`config.mk`:
```
export PLATFORM = sky130hd
export DESIGN_NAME = fetch_stage
export DESIGN_NICKNAME = d
export VERILOG_FILES = /design/src/rtl/fetch_stage_pkg.sv /design/src/rtl/fetch_fifo.sv /design/src/rtl/fetch_stage.sv
export SDC_FILE = /design/constraint.sdc
export NUM_CORES = 1
export LEC_CHECK = 0
export BUFFER_PORTS_ARGS = -buffer_cell sky130_fd_sc_hd__clkbuf_2
export CORE_MARGIN = 2
export CORE_UTILIZATION = 45
export DETAILED_ROUTE_END_ITERATION = 10
export PLACE_DENSITY = 0.69
export RECOVER_POWER = 25
export SLEW_MARGIN = 40
export SYNTH_ARGS = -nofsm -noshare
export SYNTH_HDL_FRONTEND = slang
export SYNTH_HIERARCHICAL = 1
export SYNTH_SLANG_ARGS = --single-unit
```
`constraint.sdc`:
```
create_clock -name clk_i -period 6.35 [get_ports clk_i]
set_clock_uncertainty 0.05 [all_clocks]
set_input_delay 1.27 -clock clk_i [delete_from_list [all_inputs] [get_ports clk_i]]
set_output_delay 1.27 -clock clk_i [all_outputs]
set_load 0.1 [all_outputs]
```
`src/rtl/fetch_stage_pkg.sv`:
```
// Shared types and helpers for the instruction fetch front end.
// The buffered entry pairs an instruction word with the PC it was fetched from.
package fetch_stage_pkg;

  localparam int unsigned INSTRUCTION_BYTES = 4;

  typedef struct packed {
    logic [31:0] pc;
    logic [31:0] instruction;
  } fetch_entry_s;

  // Clears the byte-offset bits so every fetch address is word aligned.
  function automatic logic [31:0] word_align(input logic [31:0] addr);
    return addr & ~32'(INSTRUCTION_BYTES - 1);
  endfunction

endpackage

```
`src/rtl/fetch_fifo.sv`:
```
// Small synchronous FIFO of fetched {pc, instruction} entries.
// A flush empties it and wins over push; a pop in the flush cycle is absorbed.
module fetch_fifo
  import fetch_stage_pkg::*;
#(
  parameter int DEPTH = 2
) (
  input  logic                   clk_i,
  input  logic                   rst_i,
  input  logic                   push,
  input  fetch_entry_s           push_data,
  input  logic                   pop,
  input  logic                   flush,
  output fetch_entry_s           head,
  output logic                   full,
  output logic                   empty,
  output logic [$clog2(DEPTH):0] count
);

  localparam int AW = $clog2(DEPTH);
  localparam int CW = AW + 1;

  fetch_entry_s    mem [DEPTH];
  logic [AW-1:0]   rd_ptr;
  logic [AW-1:0]   wr_ptr;
  logic            do_push;
  logic            do_pop;

  assign full    = (count == CW'(DEPTH));
  assign empty   = (count == '0);
  assign do_push = push && !full;
  assign do_pop  = pop && !empty;
  assign head    = mem[rd_ptr];

  always_ff @(posedge clk_i) begin
    if (rst_i) begin
      // NOTE: storage is reset as well so the head, and therefore pc_o and
      // instruction_o, read as zero straight out of reset.
      for (int i = 0; i < DEPTH; i++) begin
        mem[i] <= '0;
      end
      rd_ptr <= '0;
      wr_ptr <= '0;
      count  <= '0;
    end else if (flush) begin
      // Stale entries stay in storage; moving the read pointer makes them unreachable.
      rd_ptr <= wr_ptr;
      count  <= '0;
    end else begin
      // NOTE: non-blocking assignments here so every register samples the
      // pre-edge values, whatever order these statements appear in.
      if (do_push) begin
        mem[wr_ptr] <= push_data;
        wr_ptr      <= wr_ptr + AW'(1);
      end
      if (do_pop) begin
        rd_ptr <= rd_ptr + AW'(1);
      end
      count <= count + CW'(do_push) - CW'(do_pop);
    end
  end

endmodule

```
`src/rtl/fetch_stage.sv`:
```
// Instruction fetch front end: issues in-order word requests, buffers the
// responses and presents them to decode; a taken redirect flushes and refetches.
module fetch_stage
  import fetch_stage_pkg::*;
#(
  parameter logic [31:0] RESET_PC   = 32'h0000_0000,
  parameter int          FIFO_DEPTH = 2
) (
  input  logic        clk_i,
  input  logic        rst_i,
  output logic        imem_req_valid_o,
  input  logic        imem_req_ready_i,
  output logic [31:0] imem_req_address_o,
  input  logic        imem_rsp_valid_i,
  input  logic [31:0] imem_rsp_data_i,
  input  logic        jump_target_valid_i,
  input  logic [31:0] jump_target_i,
  input  logic        stall_i,
  output logic        valid_o,
  output logic [31:0] pc_o,
  output logic [31:0] instruction_o
);

  localparam int CW  = $clog2(FIFO_DEPTH) + 1;
  localparam int CW1 = CW + 1;

  logic [31:0]  fetch_pc;
  logic [31:0]  rsp_pc;
  logic [31:0]  target_pc;
  logic [CW-1:0] outstanding;
  logic [CW-1:0] outstanding_next;
  logic [CW-1:0] drop;
  logic [CW-1:0] occupancy;
  logic [CW1-1:0] credits_used;
  logic         req_hs;
  logic         deq;
  logic         redirect;
  logic         enq;
  logic         fifo_full;
  logic         fifo_empty;
  fetch_entry_s enq_entry;
  fetch_entry_s head;

  // Every outstanding request owns a FIFO slot, so a response can never find it full.
  // A dequeue frees its slot only on the following cycle.
  assign credits_used       = CW1'(outstanding) + CW1'(occupancy);
  assign imem_req_valid_o   = !rst_i && (credits_used < CW1'(FIFO_DEPTH));
  assign imem_req_address_o = fetch_pc;
  assign req_hs             = imem_req_valid_o && imem_req_ready_i;

  assign deq       = valid_o && !stall_i;
  assign redirect  = jump_target_valid_i && deq;
  assign target_pc = word_align(jump_target_i);

  assign outstanding_next = outstanding + CW'(req_hs) - CW'(imem_rsp_valid_i);
  assign enq              = imem_rsp_valid_i && (drop == '0) && !redirect;
  assign enq_entry        = '{pc: rsp_pc, instruction: imem_rsp_data_i};

  always_ff @(posedge clk_i) begin
    if (rst_i) begin
      fetch_pc    <= RESET_PC;
      rsp_pc      <= RESET_PC;
      outstanding <= '0;
      drop        <= '0;
    end else begin
      outstanding <= outstanding_next;
      if (redirect) begin
        // Everything still in flight, including a request made this cycle, is stale.
        fetch_pc <= target_pc;
        rsp_pc   <= target_pc;
        drop     <= outstanding_next;
      end else begin
        if (req_hs) begin
          fetch_pc <= fetch_pc + 32'(INSTRUCTION_BYTES);
        end
        if (enq) begin
          rsp_pc <= rsp_pc + 32'(INSTRUCTION_BYTES);
        end
        if (imem_rsp_valid_i && (drop != '0)) begin
          drop <= drop - CW'(1);
        end
      end
    end
  end

  fetch_fifo #(
    .DEPTH(FIFO_DEPTH)
  ) u_fifo (
    .clk_i    (clk_i),
    .rst_i    (rst_i),
    .push     (enq),
    .push_data(enq_entry),
    .pop      (deq),
    .flush    (redirect),
    .head     (head),
    .full     (fifo_full),
    .empty    (fifo_empty),
    .count    (occupancy)
  );

  assign valid_o       = !fifo_empty;
  assign pc_o          = head.pc;
  assign instruction_o = head.instruction;

  a_rsp_needs_request : assert property (@(posedge clk_i) disable iff (rst_i)
    imem_rsp_valid_i |-> (outstanding != '0));

  a_drop_bounded : assert property (@(posedge clk_i) disable iff (rst_i)
    drop <= outstanding);

  a_addr_stable : assert property (@(posedge clk_i) disable iff (rst_i)
    (imem_req_valid_o && !imem_req_ready_i && !redirect) |=> $stable(imem_req_address_o));

  a_no_push_when_full : assert property (@(posedge clk_i) disable iff (rst_i)
    !(enq && fifo_full));

endmodule

```
Word level (Yosys, flattened, before mapping) --
Memories as Yosys holds them, arrays and structs flattened. A register that Yosys moved wholly into a read port is not among the register bits. Index checks and enable logic that the tools add are counted.
Storage, ports and cells: memories 1, output and inout bits 98, logic and storage cells 66, bits in latches 0, memory bits (writable) 128, memory bits (read-only) 0, flip-flop bits (word level) 72, bits of input ports 70
Cells by class: mux-type cells 19, shifts and indexed selects 0, divide/modulo/power cells 0, reduce and logical (&&, ||, !) cells 24, add/subtract/negate cells 10, bitwise operators 1, magnitude comparators 1, eq/ne operators 1, multipliers 0
Memories:
- u_fifo.mem | depth 2, width 64, rd ports 1, clocked after memory_dff 1, wr ports 2, RTL line fetch_fifo.sv:23 | fetch_entry_s mem [DEPTH];
Operators by type and width (count):
- 32-bit two-way mux | 4
- 32-bit by 3-bit adder with 32-bit output (second input constant) | 2
- 64-bit two-way mux | 1
- 64-bit OR reduction | 1
- 1-bit two-way mux | 12
- 2-bit nonzero test | 5
- 1-bit logical AND | 9
- 1-bit logical NOT | 5
- 2-bit by 1-bit adder with 2-bit output | 2
- 2-bit logical NOT | 2
- 2-bit two-way mux | 2
- 2-bit by 1-bit subtractor with 2-bit output | 2
- 2-bit by 2-bit adder with 3-bit output | 1
- 3-bit by 2-bit less-than comparator with 1-bit output (second input constant) | 1
- 1-bit adder (second input constant) | 2
- 2-bit equality test (second input constant) | 1
- 2-bit AND reduction | 1
- 2-bit OR reduction | 1
- 2-bit by 1-bit subtractor with 2-bit output (second input constant) | 1
- 1-bit NOT | 1

Longest topological paths before layout --
depth after elaboration 13, depth in mapped cells 14, mapped depth without buffers 11

Hierarchy --
Netlist, hierarchy kept.
Modules (own cells, without submodules):
- fetch_fifo | area each 5869.4 um2, times used 1, cells each 371, sequential area each 3943.8 um2
- fetch_stage | area each 3701.0 um2, times used 1, cells each 455, sequential area each 1281.2 um2

Worst setup path before layout --
No wires, ideal clock.
kind input -> register, from in jump_target_valid_i, to mem u_fifo/mem[0][0] (netlist bit) (enable), stages on the path 8, required time 5801 ps, library setup time 499 ps, path buffers 3, arrival 5465 ps, slack 335 ps, path through or3b_2 -> clkbuf_1 -> inv_1 -> buf_2 -> buf_1 -> nor2_1 -> nand3b_1 -> o21bai_1
RTL lines:
- from (decl) | RTL line fetch_stage.sv:16 | input logic jump_target_valid_i,
- to (decl) | RTL line fetch_fifo.sv:23

==> impl_results.md <==
- Status: finished, violations left
- Failing checks: capacitance limit, slew limit
- Number of DRC markers in iteration 0: 452
- Vias per inst: ~5.4
- Cells on worst reg2reg path: 7
- Final Power: 5.405 mW
- Placer Congestion: 0.7798
- Port Buffer Count: 163
- Hold_ws: 479.2 ps
- Post-route ant nets: 0
- Mapped Area: roughly 0.0096 mm^2
- Internal power: 2.677 mW
- Cts-stage hold buffer count: 0
- Synth Warn #: 6
- Clk slew on worst S/H paths: 80 ps
- Hold wc startpoint: imem_req_address_o[3]
- Hold Crit Depth: 2
- First drt pass iteration count: 5
- Global-route wire length before repair: 32320 um
- VDD IR-drop max: 260.3 uV
- CP max FO: 65
- Hold Path Class: register to register
- Clock power share: between 10% and 20%
- RSZ-0062 raised after global routing: no
- # Post-CTS Setup Buffers: 0
- CTS sink cnt: 197
- Row count: 53
- CP Launch Type: primary input
- Worst reg2reg endpoint: u_fifo/mem[1][50]
- CP arrival: 4590 ps
- Worst-Margin Slew: 2086 ps
- Longest Clk Path Bufs: 2
- Die width: roughly 150 um
- N_diodes: 0
- Initial antenna violation count: 0
- Die area: 0.02244 mm^2
- Net Sw Frac: 50.48%
- Placeable Area: between 0.02 and 0.025 mm^2
- Vias in the first global route: roughly 6400
- # H-tree levels: 4
- Clock latency on the worst-skew pair: approximately 420 ps
- Relative slew slack: -39.09%
- Largest net degree at the start of global routing: 90
- WL final: 20420 um
- Fill count: 1877
- Lkg Pwr: 4.236 nW
- Area grow syn2layout: 15.35%
- TritonCTS Buffers: 17
- Final TNS setup: 0 ps
- Final setup viols: 0
- Reg power frac: 34.3%
- Post-Synthesis Cells: 825
- Crit Reg-Reg Startpoint: drop[0]
- Multi-input gate area: between 0.003 and 0.004 mm^2
- Post-DR wirelength/cell: 16.23 um
- # resized after CTS: 0
- Post-layout util: 52.66%
- Syn avg cell area: 11.60 um^2
- Max_cap viols: 2
- Worst EP required: 6350 ps
- Ratio of cells with drive above 1 in the final layout: between 20% and 30%
- Aggregate global routing overflow: 0
- Fin. max-slew vios: 132
- CTS tree: yes
- Final critical-path required period: 4589 ps
- Starting Density: 45.65%
- Final hold vios: 0
- Via count: around 6700
- Psw: 2.728 mW
- Top Ports: 168
- Max frequency: between 200 and 250 MHz
- Comb pwr share: 47.3%
- Hpwl dp: about 14000 um
- CP Class: primary input to register
- Clock root cell: clkbuf_16
- # DRC: 0
- Register area: 0.005229 mm^2
- Hold Path End: imem_req_address_o[3]
- GRT Overall Usage: a little under a fifth
- Worst R2R Setup Slack: 2260 ps
- Critical path endpoint category: register
- Die H: 149.8 um
- Final #Nets: 1048
- Fin crit share: 72.27%
- Power density cells: between 400 and 500 mW/mm^2
[critical path, cell delays in order]
cell and delay, ps:
clkbuf_1 290, nand2_1 250, nor2_1 260, and4_1 1650
or2_2 320, buf_6 510
[layout make-up]
class                   instances  share of cell area (%)
multi-input cells             560                   36.11
clock inverters                15                   1.111
inverters                      24                  0.8163
clock buffers                  17                   3.855
repair buffers                170                   7.608
well taps                     275                   3.118
flip-flops and latches        197                   47.38
[power by group through the flow]
stage,logic (mW),registers [mW],clock network (mW)
2_1_floorplan,2.05,2.02,0
3_3_place_gp,2.57,1.87,0
3_5_place_dp,2.59,1.89,0
4_1_cts,2.59,1.86,1.02
5_1_grt,2.68,1.90,1.08
6_report,2.56,1.86,0.991
[layer usage]
layer	track usage, %	up-vias	part of all wire, %
met4	6.038	0	1.7
met3	2.957	18	5.7
met5	0	-	0
li1	-	3332	-
met2	29.41	226	47
met1	25.44	3157	46
[through the flow]
step / setup slack [ps] / instances / cell area [um^2]
detailed placement: 2469 / 1226 / 10540
finish: 1761 / 1258 / 11040
CTS: 2529 / 1258 / 11080
global placement: 2326 / 1226 / 10510
floorplan: 335.4 / 830 / 9585
global route: 1428 / 1258 / 11040
[registers in the layout, summed over array words and instances (netlist names), named ones only]
signal,count
drop,2
rsp_pc,30
u_fifo/wr_ptr,1
outstanding,2
u_fifo/count,2
u_fifo/mem,128
u_fifo/rd_ptr,1
imem_req_address_o,30
[layout by cell type, fill, tap and decap left out, types with 24 or more instances in the layout]
cell type	n
clkbuf_1	28
edfxtp_1	128
inv_1	24
clkbuf_2	137
mux2_2	64
nand2_1	26
dfxtp_1	68
a21oi_1	28
nor3_1	26
and2_1	114
[how the worst max path moves through the flow]
| stage | from | endpoint | slack [ps] | cells past startpoint |
|---|---|---|---|---|
| 2_1_floorplan | jump_target_valid_i | u_fifo/mem[0][0] | 340 | 8 |
| 3_3_place_gp | imem_rsp_valid_i | u_fifo/mem[1][25] | 2330 | 6 |
| 3_5_place_dp | rst_i | imem_req_address_o[16] | 2470 | 7 |
| 4_1_cts | rst_i | imem_req_valid_o | 2530 | 4 |
| 5_1_grt | imem_rsp_valid_i | u_fifo/mem[1][24] | 1430 | 6 |
| 6_report | imem_rsp_valid_i | u_fifo/mem[1][50] | 1760 | 6 |
Note: power is estimated with default switching activity, not from simulation.
